<file path="config.mk">
export PLATFORM = sky130hd
export DESIGN_NAME = div_stall_unit
export DESIGN_NICKNAME = d
export VERILOG_FILES = /design/src/rtl/div_stall_unit.sv
export SDC_FILE = /design/constraint.sdc
export NUM_CORES = 1
export LEC_CHECK = 0
export ABC_CLOCK_PERIOD_IN_PS = 14500
export CORE_UTILIZATION = 50
export DETAILED_ROUTE_END_ITERATION = 10
export PLACE_DENSITY = 0.83
export SYNTH_ARGS = -nofsm -noshare
export SYNTH_HDL_FRONTEND = slang
export SYNTH_SLANG_ARGS = --single-unit
</file>
<file path="constraint.sdc">
create_clock -name clk -period 14.5 [get_ports clk]
set_input_delay 4.35 -clock clk [delete_from_list [all_inputs] [get_ports clk]]
set_output_delay 4.35 -clock clk [all_outputs]
set_load 0.005 [all_outputs]
</file>
<file path="src/rtl/div_stall_unit.sv">
// Radix-2 restoring divider for DIV/DIVU in EX; raises a stall while busy.
// Optional macro DIV_CANCEL_EN lets a pipeline flush abort the divide.
module div_stall_unit #(
  parameter int WIDTH = 32
) (
  input  logic             clk,
  input  logic             rst,
  input  logic             startE,
  input  logic             signedE,
  input  logic [WIDTH-1:0] srcaE,
  input  logic [WIDTH-1:0] srcbE,
  input  logic             cancelE,
  output logic             stalldivE,
  output logic             busyE,
  output logic             doneE,
  output logic [WIDTH-1:0] hidivE,
  output logic [WIDTH-1:0] lodivE
);

  localparam int CW = $clog2(WIDTH);
  localparam logic [CW-1:0] LAST = CW'(WIDTH - 1);

  typedef enum logic [1:0] {
    IDLE,
    CALC,
    DONE
  } state_t;

  state_t state, state_n;

  logic [WIDTH-1:0] rem, quo, dvs;
  logic [CW-1:0]    cnt;
  logic             sign_q, sign_r;

  logic             cancel;
`ifdef DIV_CANCEL_EN
  assign cancel = cancelE;
`else
  logic unused_cancel;
  assign unused_cancel = cancelE;
  assign cancel = 1'b0;
`endif

  logic             sign_a, sign_b, accept;
  logic [WIDTH-1:0] mag_a, mag_b;

  assign sign_a = signedE & srcaE[WIDTH-1];
  assign sign_b = signedE & srcbE[WIDTH-1];
  assign mag_a  = sign_a ? -srcaE : srcaE;
  assign mag_b  = sign_b ? -srcbE : srcbE;
  assign accept = (state == IDLE) & startE & ~cancel;

  logic [WIDTH:0]   trial, diff;
  logic             ge;
  logic [WIDTH-1:0] rem_step, quo_step;

  assign trial    = {rem, quo[WIDTH-1]};
  assign diff     = trial - {1'b0, dvs};
  assign ge       = trial >= {1'b0, dvs};
  assign rem_step = ge ? diff[WIDTH-1:0] : trial[WIDTH-1:0];
  assign quo_step = {quo[WIDTH-2:0], ge};

  // state register
  always_ff @(posedge clk or posedge rst) begin
    if (rst) state <= IDLE;
    else     state <= state_n;
  end

  // next state, stall and done decode
  always_comb begin
    state_n   = state;
    stalldivE = 1'b0;
    busyE     = (state != IDLE);
    doneE     = 1'b0;
    unique case (state)
      IDLE: begin
        stalldivE = startE & ~cancel;
        if (accept)
          state_n = (srcbE == '0) ? DONE : CALC;
      end
      CALC: begin
        stalldivE = ~cancel;
        if (cancel)
          state_n = IDLE;
        else if (cnt == LAST)
          state_n = DONE;
      end
      DONE: begin
        doneE   = ~cancel;
        state_n = IDLE;
      end
      default: state_n = IDLE;
    endcase
  end

  // operand latch, iteration datapath and result registers
  always_ff @(posedge clk or posedge rst) begin
    if (rst) begin
      rem    <= '0;
      quo    <= '0;
      dvs    <= '0;
      cnt    <= '0;
      sign_q <= 1'b0;
      sign_r <= 1'b0;
      hidivE <= '0;
      lodivE <= '0;
    end else begin
      unique case (state)
        IDLE: begin
          if (accept) begin
            rem    <= '0;
            quo    <= mag_a;
            dvs    <= mag_b;
            cnt    <= '0;
            sign_q <= sign_a ^ sign_b;
            sign_r <= sign_a;
            if (srcbE == '0) begin
              lodivE <= '1;
              hidivE <= srcaE;
            end
          end
        end
        CALC: begin
          if (!cancel) begin
            rem <= rem_step;
            quo <= quo_step;
            cnt <= cnt + CW'(1);
            if (cnt == LAST) begin
              lodivE <= sign_q ? -quo_step : quo_step;
              hidivE <= sign_r ? -rem_step : rem_step;
            end
          end
        end
        default: ;
      endcase
    end
  end

endmodule
</file>
==> flow_metrics.tcl <==
set metrics [dict create \
    outcome "finished clean" \
    worstPathCellList "clkdlybuf4s50_1 > and2_1 > nor2_2 > clkinv_1 > clkdlybuf4s50_1" \
    finalNonFillerCells 1934 \
    dieArea_um2 25600 \
    fp.dieW_um 160 \
    worstSetupEndpointType "primary output" \
    cts_buffers 17 \
    post_cts_hold_buffer_count 0 \
    critPathRequiredTime_ps 10150 \
    internal_power_uw 2050 \
    cts_tree "built" \
    ys_warn_count 0 \
    syn-cell-area_um2 12500 \
    grt_max_degree 99 \
    netlist_instances 1528 \
    worst_path_dominant_cell_family "buffers and inverters" \
    synth_enable_flop_cells 0 \
    seq_area_um2 4230 \
    die_height_um 160 \
    area_delta_synth_final_pct 15.9 \
    cts.clk_slew.worst_paths_ps 70 \
    worstHoldStart "cnt[3]" \
    drt-vias-per-instance 6.10 \
    placedCellCount 1902 \
    setup_viol 0 \
    critical_path.startpoint "startE" \
    setup.worst_path.start_class "input pin" \
    layout.cells.most_common "sky130_fd_sc_hd__nand2_1" \
    timing.setup.tns_ps 0 \
    cts.sink_count 169 \
    synth_async_reset_ratio 1.00 \
    number_of_antenna_violations_at_the_first_check_in_global_routing 0 \
    tightestPinTransition_ps 990 \
    worst_skew_pair.late_latency_ps 440 \
    cts_resized 0 \
    period_minus_slack_ps 10600 \
    final_count_of_pins_violating_max_slew 0 \
    synth_cell_type_count 94 \
    grtUsageTotal 0.271 \
    port-buffer-count 134 \
    detail_route.drc_violations 0 \
    post_synth.cell_area_avg_um2 8.18 \
    ys_seq_elements 169 \
    initial_core_util 0.513 \
    dpl.hpwl_um 25400 \
    clock-skew-final_ps 10.1 \
    cts_root_buf "sky130_fd_sc_hd__clkbuf_16" \
    drt-initial-drc-count 1029 \
    vias 11800 \
    power.combinational.fraction 0.666 \
    grt_pass1_vias 10900 \
    detail_route.first_pass.iterations 5 \
    nFillCells 2204 \
    fin_crit_sh 0.731 \
    synth_ff_type "sky130_fd_sc_hd__dfrtp_1" \
    reg2reg_from "rem[17]" \
    gr-total-overflow 0 \
    grt_pass1_wl_um 55900 \
    finalNetCount 1705 \
    worst-endpoint-arrival_ps 6250 \
    crit_path_top_delay_cell "sky130_fd_sc_hd__clkdlybuf4s50_1" \
    layout.cells.most_common_list "200 x sky130_fd_sc_hd__nand2_1, 169 x sky130_fd_sc_hd__dfrtp_1, 148 x sky130_fd_sc_hd__o21ai_0" \
    syn-num-nets 1636 \
    drive_gt1_frac 0.0571 \
    fmaxAchievable_ghz 0.0944 \
    boundaryPins 136 \
    critical-path-max-stage-delay_ps 630 \
    clock_power_share 0.114 \
    report.final.hold_viol_count 0 \
    seqPwrFrac 0.220 \
    core_area_um2 24400 \
    min-delay-path-class "reg2reg" \
    critPathMostFrequentCell "sky130_fd_sc_hd__clkdlybuf4s50_1" \
    cts_setup_buffers 0 \
    critical_path_peak_fanout 17 \
    power_switching_uw 2140 \
    irDropWorstVdd_mv 0.169 \
    synth_seq_area_share 0.338 \
    fp-row-count 57 \
    postRouteAntennaNets 0 \
    powerDensity_nw_per_um2 290 \
    diodes 0 \
    gp_routability_congestion 0.947 \
    multi_input_area_um2 7600 \
    switching_share 0.511 \
    path_class "in2out" \
    routedWlPerCell_um 17.9 \
    leakage_uw 0.00582 \
    routed_wl_um 34600 \
    slew_headroom 0.332 \
    critical_path_buf_inv_count 3 \
    grt_setup_unrepaired "false" \
    cts_max_path_buffers 2 \
    cts_max_level 4 \
    max_cap_viol_count 0 \
]
-- flip-flops by register name (all words and copies together), names as in the netlist --
| name | count |
|---|---|
| rem | 32 |
| sign_r | 1 |
| sign_q | 1 |
| cnt | 5 |
| dvs | 32 |
| lodivE | 32 |
| quo | 32 |
| hidivE | 32 |
| state | 2 |
-- worst register-to-register path, cell delays in order (launching register included) --
cell and delay [ps]:
sky130_fd_sc_hd__dfrtp_1 460, sky130_fd_sc_hd__ha_1 460, sky130_fd_sc_hd__a21oi_1 230, sky130_fd_sc_hd__o21a_1 240
sky130_fd_sc_hd__a2bb2oi_1 290, sky130_fd_sc_hd__o211a_1 450, sky130_fd_sc_hd__nand2_2 110, sky130_fd_sc_hd__inv_2 590
sky130_fd_sc_hd__mux2i_1 420, sky130_fd_sc_hd__ha_1 300, sky130_fd_sc_hd__nand2_1 90, sky130_fd_sc_hd__a221oi_2 200
sky130_fd_sc_hd__o211ai_1 200, sky130_fd_sc_hd__or4_4 580, sky130_fd_sc_hd__o32ai_2 200, sky130_fd_sc_hd__o2111ai_1 250
sky130_fd_sc_hd__o31ai_1 420, sky130_fd_sc_hd__mux2i_1 260, sky130_fd_sc_hd__a211oi_2 60
-- cells by family (layout without fill, tap and decap cells) --
logic type | after synthesis | after routing | share of synthesized area
flip-flops | 169 | 169 | 0.338
buffers and inverters | 150 | 232 | 0.0555
AND/OR/NAND/NOR | 527 | 527 | 0.205
adder cells (fa/ha/maj) | 39 | 39 | 0.0396
AO/OA/AOI/OAI | 492 | 492 | 0.253
XOR/XNOR | 124 | 124 | 0.0869
multiplexers | 27 | 27 | 0.0217
-- worst paths after layout --
check | to | depth (start not counted) | slack [ps]
worst max-delay path | stalldivE | 5 | 3900
worst min-delay path | cnt[3] | 1 | 480
worst max register to register | hidivE[28] | 18 | 8570
worst min register to register | cnt[3] | 1 | 480
max in group asynchronous | hidivE[16] | 3 | 8570
min in group asynchronous | dvs[3] | 2 | 4470
-- power by group through the flow --
| stage | Sequential [uW] | Clock [uW] | Combinational [uW] |
|---|---|---|---|
| 2_1_floorplan | 842 | 0 | 2140 |
| 3_3_place_gp | 913 | 0 | 2670 |
| 3_5_place_dp | 923 | 0 | 2740 |
| 4_1_cts | 916 | 484 | 2750 |
| 5_1_grt | 952 | 505 | 3070 |
| 6_report | 924 | 479 | 2790 |
-- stage by stage --
stage	total power [uW]	utilization	hold slack [ps]	worst slack, ps	instance area [um^2]
finish	4200	0.594	477	3900	14500
global route	4530	0.594	501	3830	14500
CTS	4150	0.594	482	3910	14500
detailed placement	3660	0.569	471	3940	13900
global placement	3580	0.569	461	3970	13900
floorplan	2980	-	449	4980	12500
-- cells in the mapped netlist (10+ instances only) --
| cell | n | share of area |
|---|---|---|
| sky130_fd_sc_hd__and3_1 | 27 | 0.014 |
| sky130_fd_sc_hd__a211oi_1 | 13 | 0.0078 |
| sky130_fd_sc_hd__or3_1 | 18 | 0.0090 |
| sky130_fd_sc_hd__dfrtp_1 | 169 | 0.34 |
| sky130_fd_sc_hd__nand4_1 | 18 | 0.0090 |
| sky130_fd_sc_hd__buf_1 | 10 | 0.0030 |
| sky130_fd_sc_hd__mux2i_1 | 26 | 0.021 |
| sky130_fd_sc_hd__or4_1 | 11 | 0.0066 |
| sky130_fd_sc_hd__nor4_1 | 16 | 0.0080 |
| sky130_fd_sc_hd__inv_1 | 50 | 0.015 |
| sky130_fd_sc_hd__o31ai_1 | 27 | 0.016 |
| sky130_fd_sc_hd__buf_2 | 14 | 0.0056 |
| sky130_fd_sc_hd__nand2b_1 | 13 | 0.0065 |
| sky130_fd_sc_hd__ha_1 | 38 | 0.038 |
| sky130_fd_sc_hd__a21o_1 | 11 | 0.0066 |
| sky130_fd_sc_hd__o22a_1 | 20 | 0.014 |
| sky130_fd_sc_hd__o41ai_1 | 13 | 0.0091 |
| sky130_fd_sc_hd__nand2_1 | 201 | 0.060 |
| sky130_fd_sc_hd__a21oi_1 | 116 | 0.046 |
| sky130_fd_sc_hd__nor2_1 | 108 | 0.032 |
| sky130_fd_sc_hd__o211ai_1 | 12 | 0.0072 |
| sky130_fd_sc_hd__clkbuf_1 | 56 | 0.017 |
| sky130_fd_sc_hd__o22ai_1 | 14 | 0.0070 |
| sky130_fd_sc_hd__nor3_1 | 42 | 0.017 |
| sky130_fd_sc_hd__nand3_1 | 21 | 0.0084 |
| sky130_fd_sc_hd__xnor2_1 | 63 | 0.044 |
| sky130_fd_sc_hd__xor2_1 | 61 | 0.043 |
| sky130_fd_sc_hd__a31oi_1 | 35 | 0.018 |
| sky130_fd_sc_hd__o21ai_0 | 148 | 0.059 |
-- layer usage --
metal | track usage | wire length (um)
met5 | 0 | 0
met4 | 0.0801 | 563
met3 | 0.0338 | 2390
met2 | 0.445 | 16100
met1 | 0.373 | 15600
-- cell type report --
type,count,area share
clock inverter,15,0.0138
inverter,54,0.0143
timing repair buffer,146,0.0987
sequential,169,0.292
multi-input combinational,1209,0.524
tap,324,0.0280
clock buffer,17,0.0293
Note: power is estimated with default switching activity, not from simulation.
